===== src/rtl/gray_updown_counter_pkg.sv =====
// Shared definitions for the Gray up/down counter: next-state selector
// encoding and width-generic Gray/binary conversion helpers. Callers pass
// zero-extended operands and size-cast the result back to their own width.
package gray_pkg;

    localparam int MAX_W = 32;

    // Which source feeds the Gray state register on the coming edge
    typedef enum logic [1:0] {
        OP_HOLD  = 2'd0,
        OP_LOAD  = 2'd1,
        OP_STEP  = 2'd2,
        OP_BLOCK = 2'd3
    } op_e;

    // b ^ (b >> 1); zero upper bits stay zero, so any narrower width is exact
    function automatic logic [MAX_W-1:0] bin2gray(input logic [MAX_W-1:0] b);
        return b ^ (b >> 1);
    endfunction

    // Prefix XOR from the MSB down
    function automatic logic [MAX_W-1:0] gray2bin(input logic [MAX_W-1:0] g);
        logic [MAX_W-1:0] b;
        b[MAX_W-1] = g[MAX_W-1];
        for (int i = MAX_W - 2; i >= 0; i--) begin
            b[i] = b[i+1] ^ g[i];
        end
        return b;
    endfunction

endpackage


===== src/rtl/gray_updown_counter_gray_to_bin.sv =====
// Combinational Gray-to-binary converter. Each binary bit is the XOR of all
// Gray bits at or above it, which equals bin[i+1] ^ gray[i] but is written as
// a reduction so no bit of the output vector feeds another.
module gray_to_bin #(
    parameter int N = 4
) (
    input  logic [N-1:0] gray,
    output logic [N-1:0] bin
);

    assign bin[N-1] = gray[N-1];

    generate
        for (genvar gi = 0; gi < N - 1; gi++) begin : g_bit
            assign bin[gi] = ^gray[N-1:gi];
        end
    endgenerate

endmodule


===== src/rtl/gray_updown_counter.sv =====
// N-bit Gray-code up/down counter with load, enable and wrap/saturate modes.
// The state lives in Gray form so gray_count changes one bit per step; the
// binary view and limit flag are derived combinationally from that state.
module gray_updown_counter
    import gray_pkg::*;
#(
    parameter int N        = 4,
    parameter int SATURATE = 0
) (
    input  logic         clk,
    input  logic         rst,
    input  logic         en,
    input  logic         up,
    input  logic         load,
    input  logic [N-1:0] load_gray,
    output logic [N-1:0] gray_count,
    output logic [N-1:0] bin_count,
    output logic         at_limit,
    output logic         wrap
);

    localparam logic [N-1:0] CNT_MAX = {N{1'b1}};
    localparam logic [N-1:0] CNT_MIN = '0;
    localparam logic [N-1:0] ONE     = {{(N-1){1'b0}}, 1'b1};

    logic [N-1:0] r_gray;
    logic         r_wrap;
    logic [N-1:0] w_bin;
    logic [N-1:0] w_step_bin;
    logic [N-1:0] w_next_gray;
    logic         w_at_limit;
    op_e          w_op;

    gray_to_bin #(.N(N)) u_gray_to_bin (
        .gray (r_gray),
        .bin  (w_bin)
    );

    // Limit in the current direction; a step from here either wraps or is blocked
    assign w_at_limit  = up ? (w_bin == CNT_MAX) : (w_bin == CNT_MIN);
    // Modulo-2**N neighbour in binary, then back to Gray for the register
    assign w_step_bin  = up ? (w_bin + ONE) : (w_bin - ONE);
    assign w_next_gray = N'(bin2gray(MAX_W'(w_step_bin)));

    // Choose the next-state source: load beats enable, saturation blocks the step
    always_comb begin
        w_op = OP_HOLD;
        if (load) begin
            w_op = OP_LOAD;
        end else if (en) begin
            if ((SATURATE != 0) && w_at_limit) begin
                w_op = OP_BLOCK;
            end else begin
                w_op = OP_STEP;
            end
        end
    end

    // Gray state register and one-cycle wrap pulse
    always_ff @(posedge clk or posedge rst) begin
        if (rst) begin
            r_gray <= '0;
            r_wrap <= 1'b0;
        end else begin
            case (w_op)
                OP_LOAD: r_gray <= load_gray;
                OP_STEP: r_gray <= w_next_gray;
                default: r_gray <= r_gray;
            endcase
            // A step taken from the limit is by construction a wrap step
            r_wrap <= (w_op == OP_STEP) && w_at_limit;
        end
    end

    assign gray_count = r_gray;
    assign bin_count  = w_bin;
    assign at_limit   = w_at_limit;
    assign wrap       = r_wrap;

endmodule


===== config.mk =====
export PLATFORM = sky130hd
export DESIGN_NAME = gray_updown_counter
export DESIGN_NICKNAME = d
export VERILOG_FILES = /design/src/rtl/gray_updown_counter_pkg.sv /design/src/rtl/gray_updown_counter_gray_to_bin.sv /design/src/rtl/gray_updown_counter.sv
export SDC_FILE = /design/constraint.sdc
export NUM_CORES = 1
export LEC_CHECK = 0
export CAP_MARGIN = 30
export CORE_AREA = 5 5 42 44
export CTS_CLUSTER_SIZE = 30
export DETAILED_ROUTE_END_ITERATION = 8
export DIE_AREA = 0 0 47 49
export PLACE_DENSITY_LB_ADDON = 0.05
export SLEW_MARGIN = 20
export SYNTH_ARGS = -nofsm -noshare
export SYNTH_HDL_FRONTEND = slang
export SYNTH_SLANG_ARGS = --single-unit

===== constraint.sdc =====
create_clock -name clk -period 4.48 [get_ports clk]
set_input_delay 0.448 -clock clk [delete_from_list [all_inputs] [get_ports clk]]
set_output_delay 0.448 -clock clk [all_outputs]
set_load 0.005 [all_outputs]

; Yosys cells after proc, flatten, opt, wreduce, memory -nomap -nowiden
; Cells that the tools add are included.
[op_classes]
n_div = 0
mux = 5
shift = 0
reduce_logical = 6
order_cmp = 0
multipliers = 0
bitwise = 1
addsub = 2
n_eq_ne = 3
[ops]
columns = op, count
row1 = one-hot mux 4 bit (2 select lines), 1
row2 = adder 4 x 1 -> 4 bit (second input constant), 1
row3 = == test 4 bit (second input constant), 1
row4 = logical NOT 4 bit, 1
row5 = two-way mux 2 bit, 2
row6 = two-way mux 4 bit, 1
row7 = parity 4 bit, 1
row8 = subtractor 4 x 1 -> 4 bit (second input constant), 1
row9 = bitwise XOR 4 x 3 -> 4 bit, 1
row10 = parity 3 bit, 1
row11 = == test 2 x 1 -> 1 bit (second input constant), 1
row12 = == test 2 bit (second input constant), 1
row13 = nonzero test 2 bit, 1
row14 = parity 2 bit, 1
row15 = logical AND 1 bit, 1
row16 = two-way mux 1 bit, 1
[totals]
latchBits = 0
mem_bits_rw = 0
mem_count = 0
rom_bits = 0
regBits = 5

; Logic depth before layout (Yosys ltp)
[depth]
word_depth = 5
depth_mapped = 12

; By module
; From an unflattened synthesis, not the netlist that was laid out.
[hier_totals]
hier_cells = 47
hier_area_um2 = 442.9
[modules_own_cells]
columns = module, cells_per_inst, n_inst, area_per_inst_um2, seq_area_each_um2
row1 = gray_updown_counter, 42, 1, 392.9, 125.1
row2 = gray_to_bin, 5, 1, 50.0, 0.0

; Least setup slack after synthesis
; No wires, ideal clock.
[synth_path]
path_kind = register to register
from = register r_gray[3], in the netlist gray_count[3]
to = register r_gray[2], in the netlist gray_count[2]
path_stages_with_launch = 11
t_arrival_ns = 2.822
setup_slack_ns = 1.575
setup_ns = 0.084
n_path_buf = 1
cell_sequence = dfrtp_1 > clkbuf_1 > inv_1 > ha_1 > xor2_1 > xnor2_1 > inv_1 > fa_1 > xor2_1 > or4_4 > a41oi_2
[synth_via]
elab_chain_len = 5
[synth_lines]
columns = element, line_no
row1 = start: declaration, gray_updown_counter.sv:26  ; logic [N-1:0] r_gray;
row2 = start signal: assignment, gray_updown_counter.sv:66  ; OP_LOAD: r_gray <= load_gray;
row3 = start signal: assignment, gray_updown_counter.sv:67  ; OP_STEP: r_gray <= w_next_gray;
row4 = start signal: assignment, gray_updown_counter.sv:68  ; default: r_gray <= r_gray;
row5 = parity 2 bit (*), gray_updown_counter_gray_to_bin.sv:15  ; assign bin[gi] = ^gray[N-1:gi];
row6 = named net bin_count[2], gray_updown_counter.sv:17  ; output logic [N-1:0] bin_count,
row7 = subtractor 4 x 1 -> 4 bit or adder 4 x 1 -> 4 bit (tied branches), gray_updown_counter.sv:42  ; assign w_step_bin = up ? (w_bin + ONE) : (w_bin - ONE);
row8 = two-way mux 4 bit (*), gray_updown_counter.sv:42
row9 = bitwise XOR 4 x 3 -> 4 bit (*), gray_updown_counter_pkg.sv:18  ; return b ^ (b >> 1);
row10 = one-hot mux 4 bit (2 select lines) (*), gray_updown_counter.sv:65  ; case (w_op)
; Mark *: on every way through the listed nets, which the timed path passes. The rest lies on a longest branch.
; A chain may end at the register's enable or synchronous reset.

; Worst setup path after layout
[layout_path]
from = register r_gray[3], in the netlist gray_count[3]
to = output at_limit
[layout_via]
elab_chain_len = 3
[layout_lines]
columns = element, line_no
row1 = "parity 4 bit, or another cell as far along", gray_updown_counter_gray_to_bin.sv:15
row2 = == test 4 bit or logical NOT 4 bit (tied branches), gray_updown_counter.sv:40  ; assign w_at_limit = up ? (w_bin == CNT_MAX) : (w_bin == CNT_MIN);
row3 = two-way mux 1 bit (*), gray_updown_counter.sv:40
row4 = end: declaration, gray_updown_counter.sv:18  ; output logic at_limit,
; Mark *: on every way between the ends. The rest lies on a longest branch, timed or not.

==> results.ini <==
[routing]
drt_iter0_drc=4
vias=455
finalWirelength_um=1137
drcViolationCount=0
routedWlPerCell_um=12.10
vias_per_cell=4.840
ant_nets=0
first_pass_iters=3

[sta]
min_period_ps=2967
fin_tns_setup_ps=0
period_share_pct=66.22
final_hold_viol_count=0
max-slew-margin-rel_pct=73.44
worstMarginPinSlew_ps=397.0
setup_violations=0
rsz0062_at_grt=false
slew_viol_final=0
fmax_mhz=337.1
fin_skew_ps=3.703

[clock_network]
worstSkewPairLatency_ps=240
cts_tree=done
cts_hold_buf=0
postCtsSetupBuffers=0
clock-sinks=5
clkTransAtPathRegs_ps=40
cts_root_buffer=clkbuf_4
clock_path_buffers=2
h-tree-depth=1
cts-buffers-inserted=3
post_cts_resize_count=0

[synthesis]
syn_area_per_cell_um2=8.931
ys_seq_area_share_pct=24.15
synth_cell_type_count=26
syn-num-nets=72
yosys_warnings=0
syn_inst=58
synth_seq_cells=5
synth.cell_area_um2=518.0

[job]
cap_violations=0

[cells_and_area]
drive_gt1_share_pct=10.26
area_growth_pct=41.55
fin_nets=93
antenna_cells=0
fillCellCount=151

[global_routing]
antenna_found_initial=0
grt_max_degree=9
grt_pass1_wl_um=1863
grt.overflow.total=0
grtUsageTotal_pct=11.47
grt_pass1_vias=445

[worst_setup_path]
critPathMaxStageDelay_ps=510
crit_path_max_fanout=8
path_buf_inv=2
worstPathCellList=inv_1, ha_1, xor2_1, xnor2_1, nor3_1, a41o_1, clkdlybuf4s50_1
critPathTopFamily=buffers and inverters
required_ps=4030
cp.arrival_ps=2520
cp-end-kind=output port
crit_path_start_kind=register
path_class=reg -> out
crit_slowest_cell=clkdlybuf4s50_1

[min_path]
hp-class=in -> async

[floorplan]
fp.coreArea_um2=1401
dieArea_um2=2303
start_util_pct=36.96
die_w_um=47
rows=14
die_y_um=49
io_pins=19

[place]
port_buffers=18
place_hpwl_um=970.2
gp_congestion=0.7329

[run_status]
run_status=complete, no violations

## synth_stat cells
library cell	count	area (µm²)
dfrtp_1	5	125.1
nor3_1	2	10.01
clkbuf_1	1	3.750
and2_4	1	8.760
buf_4	1	7.510
nor2b_1	1	6.260
ha_1	4	50.05
nor3b_1	1	7.510
nand3_1	2	10.01
a41o_1	1	10.01
mux2_2	1	11.26
mux2i_1	1	10.01
nand3b_1	1	7.510
xnor2_1	5	43.79
or4_4	1	11.26
a21oi_1	5	25.02
nand2_1	5	18.77
a41oi_2	1	16.27
o21ai_0	2	10.01
xor2_1	5	43.79
inv_1	7	26.28
o31ai_1	1	7.510
fa_1	1	20.02
mux2_4	1	15.01
nand4_1	1	6.260
and3_1	1	6.260
## area by class of cell
class	count	area, µm²	share of cell area, %
Clock buffer	4	26.28	3.584
Inverter	7	26.28	3.584
Multi-Input combinational cell	44	355.3	48.46
Sequential cell	5	125.1	17.06
Tap cell	16	20.02	2.730
Timing Repair Buffer	18	180.2	24.57
## stage by stage
step	hold slack (ps)	cells	worst slack (ps)	util [%]	instance area (µm²)
2_1_floorplan	226.5	58	1575	-	518.0
4_1_cts	396.3	94	1476	52.32	733.2
3_5_place_dp	660.7	90	1537	50.45	706.9
3_3_place_gp	661.2	90	1597	50.45	706.9
6_report	397.8	94	1513	52.32	733.2
5_1_grt	435.7	94	1303	52.32	733.2
## state kept, by name, indices dropped and copies added (netlist names)
| name | flops |
|---|---|
| gray_count | 4 |
| wrap | 1 |
## metal layers
layer	share of wire (%)	vias to the layer above	GRT usage, %
met3	3.8	4	1.107
li1	-	240	-
met4	3.7	0	9.677
met1	42	201	13.65
met5	0	-	0
met2	51	10	17.42
## final timing paths
kind | start | end | slack, ps | cells after the start
setup reg to reg | gray_count[3] | gray_count[2] | 1570 | 9
setup / recovery | gray_count[3] | at_limit | 1510 | 7
hold reg to reg | gray_count[2] | gray_count[2] | 680 | 2
hold / removal | rst | gray_count[1] | 400 | 2
min in group clk | gray_count[2] | gray_count[2] | 680 | 2
max in group asynchronous | rst | wrap | 3910 | 2
## worst register-to-register path, delay by kind of cell (launching register included)
kind,cells,cell delay [ps]
XOR/XNOR,3,780
adder cells (fa/ha/maj),2,740
AND/OR/NAND/NOR,1,510
flip-flops,1,490
buffers and inverters,2,190
AO/OA/AOI/OAI,1,140
## kinds of logic after synthesis
group | after synthesis | share of synthesized area [%]
AND/OR/NAND/NOR | 16 | 17.88
AO/OA/AOI/OAI | 10 | 13.29
XOR/XNOR | 10 | 16.91
buffers and inverters | 9 | 7.247
adder cells (fa/ha/maj) | 5 | 13.53
flip-flops | 5 | 24.15
multiplexers | 3 | 7.004
## layout by cell type, fill, tap and decap left out
cell type / count
a21oi_1: 5
xor2_1: 5
clkbuf_1: 1
nand2_1: 5
nand3_1: 2
ha_1: 4
inv_1: 7
nor3b_1: 1
nor3_1: 2
o21ai_0: 2
and3_1: 1
clkbuf_4: 3
mux2_2: 1
nor2b_1: 1
nand3b_1: 1
dfrtp_1: 5
mux2_4: 1
or4_4: 1
clkdlybuf4s50_1: 18
o31ai_1: 1
fa_1: 1
a41oi_2: 1
nand4_1: 1
xnor2_1: 5
a41o_1: 1
mux2i_1: 1
and2_4: 1
Power is left out: the tool's default activity adds up to more than one toggle a clock period on the data nets, which glitch-free logic cannot reach.
==> variant 1, RTL diff (same flow settings) <==
Change the parameter `SATURATE` from 0 to 1.
--- a/src/rtl/gray_updown_counter.sv
+++ b/src/rtl/gray_updown_counter.sv
@@ -6,5 +6,5 @@
 #(
     parameter int N        = 4,
-    parameter int SATURATE = 0
+    parameter int SATURATE = 1
 ) (
     input  logic         clk,
Formal check against the unedited RTL: not equivalent (a bounded check fails within 4 cycles, from zero or initial values and one cycle with rst high).
==> variant 1 against the original RTL <==
- setup slack worse by 0.058 ns
- area after synthesis is 2.2% higher
- count of clock-buffer cells in the layout stayed put
- final area is 1.5% higher
- wire length is 0.35% lower
- sequential cell count stayed put
- critical path type is now register to register
- critical endpoint is now gray_count[2]
- highest routed layer is now met3
==> variant 1: results (changes against the original RTL) <==
[pwr]
p_leak_nw=0.323

[yosys]
synthAdderAreaFrac_pct=15.6  ; was 13.5%
avgSynthCellArea_um2=8.82  ; was 8.93 um2
synth-compound-area-share_pct=13.2  ; was 13.3%
syn-num-nets=75  ; was 72
synth_seq_area_share_pct=23.6  ; was 24.2%
synth_mux_area_share_pct=10.6  ; was 7.00%
ys_async_sr_fraction_pct=100  ; unchanged
synth_area_leaders=dfrtp_1 (24%), ha_1 (12%), xnor2_1 (8.3%)  ; was dfrtp_1 (24%), ha_1 (9.7%), xnor2_1 (8.5%)

[setup_path]
r2r_slack_ns=1.46  ; was 1.57 ns
critPathArrivalTime_ns=3.18  ; was 2.52 ns
path_max_fanout=7  ; was 8

[clocking]
path_clk_slew_ns=0.04  ; about the same
cts_made_buffers=3  ; unchanged

[place]
dp_hpwl_um=943  ; was 970 um
dp.cells=92  ; was 90
place_congestion=0.748  ; was 0.733
placed_area_um2=718  ; was 707 um2

[final_layout]
num-fill-cells=144  ; was 151
diodes=0  ; unchanged
fin_cells=96  ; was 94
drive_gt1_share_pct=8.75  ; was 10.3%

[drt]
wirelength_um=1130  ; was 1140 um
drt-initial-drc-count=8  ; was 4
viasPerCell=5.01  ; was 4.84
firstDrtPassIters=2  ; was 3

[timing]
timing.slew.headroom_pct=66.3  ; was 73.4%
skew_ns=0.00327  ; was 0.00370 ns
fin_hold_ws_ns=0.404  ; was 0.398 ns

[status]
status=finished clean  ; unchanged

[grt]
grt_pass1_wl_um=1900  ; was 1860 um
grt_usage_pct=11.2  ; was 11.5%
grt_pass1_vias=457  ; was 445

## variant 1: changes by cell type after synthesis, sizes merged, moves of 2 or more
cell / before / now
nand2: 5 / 3
mux2i: 1 / 3
and3: 1 / 3
a21oi: 5 / 7
## variant 1: critical path: stages, from the launching register on
cell and delay (ns):
dfrtp_1 0.47, inv_1 0.10, ha_1 0.33, xnor2_1 0.18, xnor2_1 0.44, mux2_4 0.37
a21oi_2 0.13, ha_1 0.32, inv_1 0.13, nor3_1 0.20, mux2i_1 0.10, a32oi_1 0.17
## variant 1: stage by stage
step                setup WS [ns]  total power (W)  utilization [%]
detailed placement           1.42         0.000650             51.2
finish                       1.46         0.000691             53.1
global route                 1.18         0.000760             53.1
floorplan                    1.55         0.000466                -
global placement             1.44         0.000643             51.2
CTS                          1.39         0.000703             53.1
## variant 1: cell type report
class,count,share of cell area (%)
flip-flops and latches,5,16.8
inverters,6,3.03
repair buffers,18,24.2
multi-input cells,47,49.7
well taps,16,2.69
clock buffers,4,3.53
## variant 1: power groups by stage
| stage | clock network, W | registers (W) | logic [W] |
|---|---|---|---|
| floorplan | 0 | 0.0000841 | 0.000382 |
| global placement | 0 | 0.0000868 | 0.000556 |
| detailed placement | 0 | 0.0000863 | 0.000564 |
| CTS | 0.0000534 | 0.0000859 | 0.000563 |
| global route | 0.0000566 | 0.0000891 | 0.000614 |
| finish | 0.0000503 | 0.0000858 | 0.000554 |
## variant 1: routing by layer
| layer | GRT usage [%] | up-vias | part of all wire [%] |
|---|---|---|---|
| li1 | - | 245 | - |
| met1 | 13.1 | 218 | 43 |
| met2 | 18.6 | 18 | 47 |
| met3 | 5.54 | 0 | 10 |
| met4 | 1.38 | 0 | 0 |
| met5 | 0 | - | 0 |
## variant 1: path summary, 6_finish.rpt
check	depth (start not counted)	startpoint	endpoint
worst min register to register	2	gray_count[0]	gray_count[0]
worst min-delay path	2	rst	wrap
min in group clk	2	gray_count[0]	gray_count[0]
worst max register to register	11	gray_count[3]	gray_count[2]
max in group asynchronous	2	rst	gray_count[2]
worst max-delay path	11	gray_count[3]	gray_count[2]
## variant 1: kinds of logic (layout without fill, tap and decap cells)
group / Yosys count / in the layout
xor gates and xnor gates: 9 / 9
and+or+nand+nor: 15 / 15
adders and majority gates: 6 / 6
AOI/OAI and AO/OA: 12 / 12
muxes: 5 / 5
DFF: 5 / 5
buffers and inverters: 8 / 28
==> variant 2, RTL diff (config.mk and constraints unchanged) <==
Made on the original files. Register the inputs `en`, `up`, `load` and `load_gray` before use. The logic sees them one clock later.
--- a/src/rtl/gray_updown_counter.sv
+++ b/src/rtl/gray_updown_counter.sv
@@ -24,4 +24,16 @@
     localparam logic [N-1:0] ONE     = {{(N-1){1'b0}}, 1'b1};
 
+    logic en_q;
+    logic up_q;
+    logic load_q;
+    logic [N-1:0] load_gray_q;
+
+    always_ff @(posedge clk) begin
+        en_q        <= en;
+        up_q        <= up;
+        load_q      <= load;
+        load_gray_q <= load_gray;
+    end
+
     logic [N-1:0] r_gray;
     logic         r_wrap;
@@ -38,7 +50,7 @@
 
     // Limit in the current direction; a step from here either wraps or is blocked
-    assign w_at_limit  = up ? (w_bin == CNT_MAX) : (w_bin == CNT_MIN);
+    assign w_at_limit  = up_q ? (w_bin == CNT_MAX) : (w_bin == CNT_MIN);
     // Modulo-2**N neighbour in binary, then back to Gray for the register
-    assign w_step_bin  = up ? (w_bin + ONE) : (w_bin - ONE);
+    assign w_step_bin  = up_q ? (w_bin + ONE) : (w_bin - ONE);
     assign w_next_gray = N'(bin2gray(MAX_W'(w_step_bin)));
 
@@ -46,7 +58,7 @@
     always_comb begin
         w_op = OP_HOLD;
-        if (load) begin
+        if (load_q) begin
             w_op = OP_LOAD;
-        end else if (en) begin
+        end else if (en_q) begin
             if ((SATURATE != 0) && w_at_limit) begin
                 w_op = OP_BLOCK;
@@ -64,5 +76,5 @@
         end else begin
             case (w_op)
-                OP_LOAD: r_gray <= load_gray;
+                OP_LOAD: r_gray <= load_gray_q;
                 OP_STEP: r_gray <= w_next_gray;
                 default: r_gray <= r_gray;
Function: changed (Yosys sat finds a counterexample within 4 cycles, from zero or initial values and one cycle with rst high).
==> variant 2 against the original RTL <==
- non-clock buffer count unchanged
- critical path depth fell by 1
- setup slack better by 0.055 ns
- via count rose by 5.1%
- sequential cell count up 7
- highest routed layer unchanged
- final area rose by 16%
- sequential share of layout area grew 14 points
- synthesized cell count fell by 1.7%
- wire length increased by 0.88%
- area after synthesis grew 21%
- largest cell class unchanged
Power is not shown: default switching activity piles up to over one toggle a cycle in this logic, so the estimate is an artifact.
==> variant 2: results (changes against the original RTL) <==
[clocking]
clk_latency_ns=0.27  ; was 0.24 ns
path_clk_slew_ns=0.08  ; was 0.04 ns
cts_buffer_depth=2  ; unchanged
post-cts-setup-buffer-count=0  ; unchanged

[yosys]
synth_cell_type_count=23  ; was 26
synth_commonest_cells=inv_1 (8), dfxtp_1 (7), a21oi_1 (6)
synth_seq_area_share_pct=42.2  ; was 24.2%
ys_async_sr_fraction_pct=41.7  ; was 100%
ys.flop_type=dfxtp_1  ; was dfrtp_1
syn-num-nets=71  ; was 72
synth_area_leaders=dfxtp_1 (22%), dfrtp_1 (20%), ha_1 (8.0%)  ; was dfrtp_1 (24%), ha_1 (9.7%), xnor2_1 (8.5%)

[status]
status=finished clean  ; unchanged

[grt]
grt_pass1_vias=462  ; was 445
grt_usage_pct=11.6  ; was 11.5%
grt_pass1_wl_um=1930  ; was 1860 um
grt_max_degree=11  ; was 9

[place]
dp_hpwl_um=967  ; was 970 um
io_buffer_count=18  ; unchanged
place_congestion=0.701  ; was 0.733

[drt]
drt-initial-drc-count=2  ; was 4
wl_per_cell_um=12.3  ; was 12.1 um
dr_wl_met3_um=97  ; was 43 um
met1_length_um=469  ; was 475 um
viasPerCell=5.14  ; was 4.84
wl_met2_um=553  ; was 576 um

[final_layout]
drive_gt1_share_pct=10.4  ; was 10.3%
layout.nets=92  ; was 93

[setup_path]
r2r_slack_ns=1.79  ; was 1.57 ns
critPathArrivalTime_ns=2.46  ; was 2.52 ns
reg2reg_depth=8  ; was 9

[hold_path]
holdCritPathClass=input pin to async pin  ; unchanged

[timing]
tightest_slew_ns=0.294  ; was 0.397 ns
skew_ns=0.00191  ; was 0.00370 ns
fin_hold_ws_ns=0.368  ; was 0.398 ns

## variant 2: cell count changes in the layout (fill, tap and decap cells not counted), sizes merged, moves of 2 or more
cell	before	now
xnor2	5	2
nand3	2	0
xnor3	0	3
xor2	5	2
dfxtp	0	7
mux2	2	0
## variant 2: kinds of logic after synthesis
| group | count (synthesis) | share of synthesized area, % |
|---|---|---|
| AOI/OAI and AO/OA | 10 | 10.8 |
| muxes | 2 | 3.19 |
| adders and majority gates | 5 | 11.2 |
| buffers and inverters | 10 | 6.57 |
| and+or+nand+nor | 11 | 8.96 |
| xor gates and xnor gates | 7 | 17.1 |
| DFF | 12 | 42.2 |
## variant 2: worst min path at each step
stage | end
after floorplan | gray_count[0]
after global placement | gray_count[0]
after detailed placement | gray_count[1]
after CTS | gray_count[0]
after global routing | gray_count[0]
final | wrap
## variant 2: worst max-delay path, delay by kind of cell (launching register included)
family          cells  cell delay, ns
buf+inv             2            0.57
simple gates        1            0.20
flops               1            0.49
compound gates      1            0.14
xor+xnor            1            0.45
fa+ha+maj           1            0.33
## variant 2: area by class of cell
type	instances	area [um2]
well taps	16	20.0
flip-flops and latches	12	265
multi-input cells	35	322
fillers	124	548
repair buffers	18	180
inverters	8	30.0
clock buffers	4	36.3
## variant 2: per-stage QoR
stage,util (%),setup WS (ns),area [um2],std cells
finish,60.9,1.57,853,93
global route,60.9,1.38,853,93
CTS,60.9,1.54,853,93
detailed placement,58.3,1.77,817,89
global placement,58.3,1.83,817,89
floorplan,-,1.90,628,57
## variant 2: routing by layer
| metal | track usage, % | up-vias |
|---|---|---|
| met5 | 0 | - |
| met4 | 5.53 | 0 |
| met3 | 3.69 | 5 |
| met2 | 19.0 | 18 |
| met1 | 13.0 | 226 |
| li1 | - | 229 |
